$ cat src/rtl/mips_bus_bridge.sv
// rtl/mips_bus_bridge.sv - merges instruction and data ports onto one Avalon-style bus
// Fixed-priority arbiter, registered bus request, one-cycle valid pulses, wait-state watchdog.
module mips_bus_bridge #(
  parameter int DATA_W   = 32,
  parameter int ADDR_W   = 32,
  parameter int MAX_WAIT = 255
) (
  input  logic                  clk,
  input  logic                  reset,
  input  logic                  instr_req,
  input  logic [ADDR_W-1:0]     instr_address,
  output logic [DATA_W-1:0]     instr_readdata,
  output logic                  instr_valid,
  input  logic                  data_read,
  input  logic                  data_write,
  input  logic [ADDR_W-1:0]     data_address,
  input  logic [DATA_W-1:0]     data_writedata,
  input  logic [DATA_W/8-1:0]   data_byteenable,
  output logic [DATA_W-1:0]     data_readdata,
  output logic                  data_valid,
  output logic                  stall,
  output logic [ADDR_W-1:0]     address,
  output logic                  read,
  output logic                  write,
  output logic [DATA_W-1:0]     writedata,
  output logic [DATA_W/8-1:0]   byteenable,
  input  logic                  waitrequest,
  input  logic [DATA_W-1:0]     readdata,
  output logic                  bus_error
);

  localparam int BE_W  = DATA_W / 8;
  localparam int CNT_W = $clog2(MAX_WAIT + 1);

  typedef enum logic [2:0] {
    S_IDLE,
    S_FETCH,
    S_LOAD,
    S_STORE,
    S_ERROR
  } state_t;

  state_t              r_state;
  logic [CNT_W-1:0]    r_wait_cnt;
  logic [ADDR_W-1:0]   r_address;
  logic                r_read;
  logic                r_write;
  logic [DATA_W-1:0]   r_writedata;
  logic [BE_W-1:0]     r_byteenable;
  logic [DATA_W-1:0]   r_instr_readdata;
  logic [DATA_W-1:0]   r_data_readdata;
  logic                r_instr_valid;
  logic                r_data_valid;
  logic                r_bus_error;

  logic                w_instr_pend;
  logic                w_data_pend;
  logic [ADDR_W-1:0]   w_word_mask;

  // A request whose valid is pulsing this cycle is already served; the core
  // drops it on the next edge, so it must not be re-issued from IDLE.
  assign w_instr_pend = instr_req & ~r_instr_valid;
  assign w_data_pend  = (data_read | data_write) & ~r_data_valid;
  assign w_word_mask  = ~ADDR_W'(BE_W - 1);

  always_ff @(posedge clk or negedge reset) begin
    if (!reset) begin
      r_state          <= S_IDLE;
      r_wait_cnt       <= '0;
      r_address        <= '0;
      r_read           <= 1'b0;
      r_write          <= 1'b0;
      r_writedata      <= '0;
      r_byteenable     <= '0;
      r_instr_readdata <= '0;
      r_data_readdata  <= '0;
      r_instr_valid    <= 1'b0;
      r_data_valid     <= 1'b0;
      r_bus_error      <= 1'b0;
    end else begin
      r_instr_valid <= 1'b0;
      r_data_valid  <= 1'b0;
      case (r_state)
        S_IDLE: begin
          r_wait_cnt <= '0;
          if (w_data_pend && data_write) begin
            r_state      <= S_STORE;
            r_address    <= data_address & w_word_mask;
            r_writedata  <= data_writedata;
            r_byteenable <= data_byteenable;
            r_write      <= 1'b1;
          end else if (w_data_pend) begin
            r_state      <= S_LOAD;
            r_address    <= data_address & w_word_mask;
            r_byteenable <= {BE_W{1'b1}};
            r_read       <= 1'b1;
          end else if (w_instr_pend) begin
            r_state      <= S_FETCH;
            r_address    <= instr_address & w_word_mask;
            r_byteenable <= {BE_W{1'b1}};
            r_read       <= 1'b1;
          end
        end
        S_FETCH, S_LOAD, S_STORE: begin
          if (!waitrequest) begin
            r_state    <= S_IDLE;
            r_read     <= 1'b0;
            r_write    <= 1'b0;
            r_wait_cnt <= '0;
            if (r_state == S_FETCH) begin
              r_instr_readdata <= readdata;
              r_instr_valid    <= 1'b1;
            end else begin
              if (r_state == S_LOAD) r_data_readdata <= readdata;
              r_data_valid <= 1'b1;
            end
          end else if (r_wait_cnt == CNT_W'(MAX_WAIT - 1)) begin
            r_state     <= S_ERROR;
            r_read      <= 1'b0;
            r_write     <= 1'b0;
            r_bus_error <= 1'b1;
            r_wait_cnt  <= CNT_W'(MAX_WAIT);
          end else begin
            r_wait_cnt <= r_wait_cnt + 1'b1;
          end
        end
        S_ERROR: begin
          r_read  <= 1'b0;
          r_write <= 1'b0;
        end
        default: r_state <= S_IDLE;
      endcase
    end
  end

  assign address        = r_address;
  assign read           = r_read;
  assign write          = r_write;
  assign writedata      = r_writedata;
  assign byteenable     = r_byteenable;
  assign instr_readdata = r_instr_readdata;
  assign data_readdata  = r_data_readdata;
  assign instr_valid    = r_instr_valid;
  assign data_valid     = r_data_valid;
  assign bus_error      = r_bus_error;
  // Gated by reset so every output reads 0 while reset is held.
  assign stall          = reset & (w_instr_pend | w_data_pend | (r_state == S_ERROR));

endmodule

$ cat config.mk
export PLATFORM = sky130hd
export DESIGN_NAME = mips_bus_bridge
export DESIGN_NICKNAME = d
export VERILOG_FILES = /design/src/rtl/mips_bus_bridge.sv
export SDC_FILE = /design/constraint.sdc
export NUM_CORES = 1
export LEC_CHECK = 0
export BUFFER_PORTS_ARGS = -buffer_cell sky130_fd_sc_hd__buf_4
export CAP_MARGIN = 5
export CORE_ASPECT_RATIO = 0.6
export CORE_MARGIN = 10
export CORE_UTILIZATION = 51
export DETAILED_ROUTE_END_ITERATION = 7
export GPL_TIMING_DRIVEN = 0
export PLACE_DENSITY_LB_ADDON = 0.08
export SLEW_MARGIN = 20
export SYNTH_ARGS = -nofsm -noshare
export SYNTH_HDL_FRONTEND = slang
export SYNTH_SLANG_ARGS = --single-unit
$ cat constraint.sdc
create_clock -name clk -period 4.13 [get_ports clk]
set_clock_uncertainty 0.2 [all_clocks]
set_input_delay 0.826 -clock clk [delete_from_list [all_inputs] [get_ports clk]]
set_output_delay 0.826 -clock clk [all_outputs]
set_load 0.02 [all_outputs]
# Word-level counts from Yosys, hierarchy flattened
# Cells that the tools add are included.
# op_classes
addsub,1
eq_ne,10
n_mux,29
bitwise,11
reduce_logical,14
# ops
operator,n
2-to-1 mux 32 bit,3
2-to-1 mux 8 bit,2
case mux 8 bit (2 select lines),1
2-to-1 mux 3 bit,5
2-to-1 mux 1 bit,12
2-to-1 mux 4 bit,3
AND reduction 3 bit,4
case mux 3 bit (3 select lines),1
"adder 8 x 1 -> 8 bit, second input constant",1
"equality test 8 bit, second input constant",1
AND reduction 4 bit,2
"equality test 3 x 2 -> 1 bit, second input constant",2
"!= test 3 bit, second input constant",2
case mux 1 bit (3 select lines),2
nonzero test 3 bit,2
inverter 1 bit,5
"!= test 2 bit, second input constant",2
"!= test 4 bit, second input constant",1
AND reduction 2 bit,2
AND 1 bit,3
"equality test 3 x 1 -> 1 bit, second input constant",1
"equality test 3 bit, second input constant",1
zero test 3 bit,1
OR 1 bit,3
other kinds (3),3
# totals
register_bits,148
input_bits,138
output_inout_bits,138
elab_cells,77

# Depth between registers and ports, before layout
# logic_depth
depth_word,6
depth_mapped,7
mapped_depth_nobuf,6

# Worst setup path after synthesis
# No wires, ideal clock.
# synth_path
kind,input -> output
from,input port data_write
to,output port stall
arrival_time_ns,1.818
required_time_ns,3.104
slack_ns,1.286
stages,4
n_path_buf,2
cell_sequence,o21bai_1 > buf_2 > buf_1 > a31oi_1
# synth_between
elab_chain_len,5
# synth_lines
element,line,text
start: declaration,15,"input logic data_write,"
OR 1 bit,63,assign w_data_pend = (data_read | data_write) & ~r_data_valid;
AND 1 bit,63,
OR 1 bit (2 in a row),147,assign stall = reset & (w_instr_pend | w_data_pend | (r_state == S_ERROR));
AND 1 bit,147,
end: declaration,21,"output logic stall,"
# Every way passes these cells.

# Final worst setup path
# Ends and elaborated chain as after synthesis.

==> out/qor.yml <==
outcome:
  outcome: "finished, final reports clean"
setup_path:
  critical_path_class: "in -> out"
  crit_arrival_ns: 2.20
  rr_worst_depth: 3
  r2r_setup_slack_ns: 1.90
  cp_max_fo: 10
  start_kind: "input port"
  required_ns: 3.10
  r2r-start: "r_state[1]$_DFFE_PN0P_"
  critPathCaptureType: "primary output"
  r2r_end: "instr_readdata[15]$_DFFE_PN0P_"
floorplan:
  die_width_microns: 161
  core_sq_um: 11400
  io_pins: 276
  fp.dieH_microns: 104
  rows: 30
  initial_core_util_pct: 52.8
  fp.dieArea_sq_um: 16800
power_and_ir_drop:
  p_per_area_nw_per_um2: 858
  p_leak_nw: 4.42
  irDropWorstVdd_mv: 0.501
  pwr-share-seq_pct: 33.2
  power_switching_w: 0.00289
  swShare_pct: 37.8
  clkPwrFrac_pct: 20.3
  p_int_w: 0.00475
  p_comb_share_pct: 46.5
yosys:
  ys_ff_latch: 146
  ys_types: 44
  ys_seq_area_share_pct: 60.4
  syn_inst: 443
  ys.warnings.count: 0
  syn_avg_cell_area_sq_um: 13.7
  synthesis.area_sq_um: 6050
grt:
  grt_overflow: 0
  grt_pass1_wl_microns: 28600
  antenna_found_initial: 0
  grt_max_degree: 84
  grt_pass1_vias: 5089
  grt_usage_pct: 21.4
final_layout:
  drive_gt1_share_pct: 56.0
  syn_to_final_growth_pct: 47.2
  multiInputGateArea_sq_um: 2210
  fillers: 715
  fin_cells: 905
  layout.nets: 873
  final_common_cell: "buf_4"
  regArea_sq_um: 3650
  diodes: 0
  final_cell_mix: "buf_4, dfrtp_1, mux2_2, nand2_1, o21ai_0"
  final_util_pct: 77.7
timing:
  tightestPinTransition_ns: 0.685
  rsz0062_at_grt: "false"
  max_freq_mhz: 310
  maxSlewViolCount: 0
  setup_ws_ns: 0.901
  timing.setup.tns_ns: 0
  max_slew_margin_pct: 54.3
  setup_violations: 0
  fin_crit_sh_pct: 78.2
  hold-worst-slack_ns: 0.143
  hold_viol: 0
  period_needed_ns: 3.23
clock_network:
  cts_buffers: 17
  cts_hold_buf: 0
  ctsResizeCount: 0
  root_buffer: "clkbuf_16"
  post_cts_buffers: 0
  clock_latency_ns: 0.41
  clock_sinks: 146
  clk_pin_slew_ns: 0.06
  cts_tree: "done"
  cts.path.max_buffers: 2
  htreeDepth: 4
routing:
  drc: 0
  wl_per_cell_microns: 20.1
  drt_first_pass_iters: 4
  antenna_left: 0
  vias: 4593
  drt_iter0_drc: 263
  vias_per_cell: 5.08
  wirelength_microns: 18200
place:
  preCtsSetupSlack_ns: 0.923
  dp.cells: 874
  place_congestion: 0.816
  portBuffers: 269
  dpl.hpwl_microns: 14000
min_path:
  hold_class: "in -> async"
flow_run:
  drv_cap: 0
[power groups by stage]
stage          clock [W]  combinational (W)  sequential (W)
6_report         0.00155            0.00355         0.00253
5_1_grt          0.00164            0.00378         0.00263
4_1_cts          0.00157            0.00360         0.00254
3_5_place_dp           0            0.00359         0.00253
3_3_place_gp           0            0.00349         0.00247
2_1_floorplan          0            0.00117         0.00330
[critical path: stages]
cell      delay, ns
buf_4          0.13
o21bai_1       0.12
buf_2          0.21
buf_1          0.55
a31oi_1        0.17
buf_4          0.20
[routing by layer]
metal / part of all wire (%) / track usage, % / vias up
met1: 38 / 23.6 / 2284
met4: 1.1 / 5.48 / 0
met2: 52 / 37.4 / 164
li1: - / - / 2131
met5: 0 / 0 / -
met3: 9.2 / 8.70 / 14
[flip-flops by register name, indices dropped and copies added (netlist names)]
signal	flops
bus_error	1
writedata	32
byteenable	4
data_readdata	32
r_state	3
data_valid	1
read	1
write	1
instr_valid	1
address	30
instr_readdata	32
r_wait_cnt	8
[metrics by stage]
step | power [W] | instance area [sq um]
finish | 0.00763 | 8900
CTS | 0.00771 | 8900
floorplan | 0.00446 | 6050
global placement | 0.00597 | 8270
global route | 0.00805 | 8900
detailed placement | 0.00612 | 8310
[layout make-up]
| type | count | share of cell area [%] |
|---|---|---|
| multi-input cells | 263 | 24.8 |
| well taps | 160 | 2.25 |
| inverters | 7 | 0.295 |
| clock inverters | 12 | 1.80 |
| clock buffers | 19 | 4.87 |
| repair buffers | 270 | 23.1 |
| flip-flops and latches | 146 | 41.1 |
| plain buffers | 28 | 1.84 |
[cells in the mapped netlist (all sizes together)]
cell type    n  area (sq um)
a2111o       1          11.3
a211oi       1          7.51
a21boi       1          7.51
a21o         1          7.51
a21oi        1          5.00
a22o         1          8.76
a31oi        2          12.5
and2         1          6.26
buf         20           133
clkbuf       8          31.3
conb         1          3.75
dfrtp      146          3650
ha           2          25.0
inv          7          26.3
mux2        96          1190
mux2i       30           300
nand2       42           158
nand2b       4          25.0
nand3        4          20.0
nand4        3          18.8
nor2        10          37.5
nor2b        1          6.26
nor3         3          15.0
nor3b        1          12.5
nor4         1          6.26
nor4b        1          15.0
o211ai       3          22.5
o21ai       40           200
o21bai       1          7.51
o22a         1          8.76
o2bb2ai      1          8.76
o311ai       1          8.76
or2          2          12.5
or3          3          18.8
or4          1          7.51
xnor2        1          8.76
[logic make-up after synthesis]
| family | share of synthesized area, % |
|---|---|
| other | 0.0620 |
| buffers and inverters | 3.15 |
| adders and majority gates | 0.414 |
| muxes | 24.6 |
| AOI/OAI and AO/OA | 5.23 |
| xor gates and xnor gates | 0.145 |
| DFF | 60.4 |
| and+or+nand+nor | 5.94 |
[worst max path at each step]
stage                from     to  slack [ns]  cells after the start
2_1_floorplan  data_write  stall        1.29                      4
3_3_place_gp        reset  stall        0.43                      4
3_5_place_dp   data_write  stall        0.92                      6
4_1_cts        data_write  stall        0.92                      6
5_1_grt        data_write  stall        0.77                      6
6_report       data_write  stall        0.90                      6
Note: power is estimated with default switching activity, not from simulation.
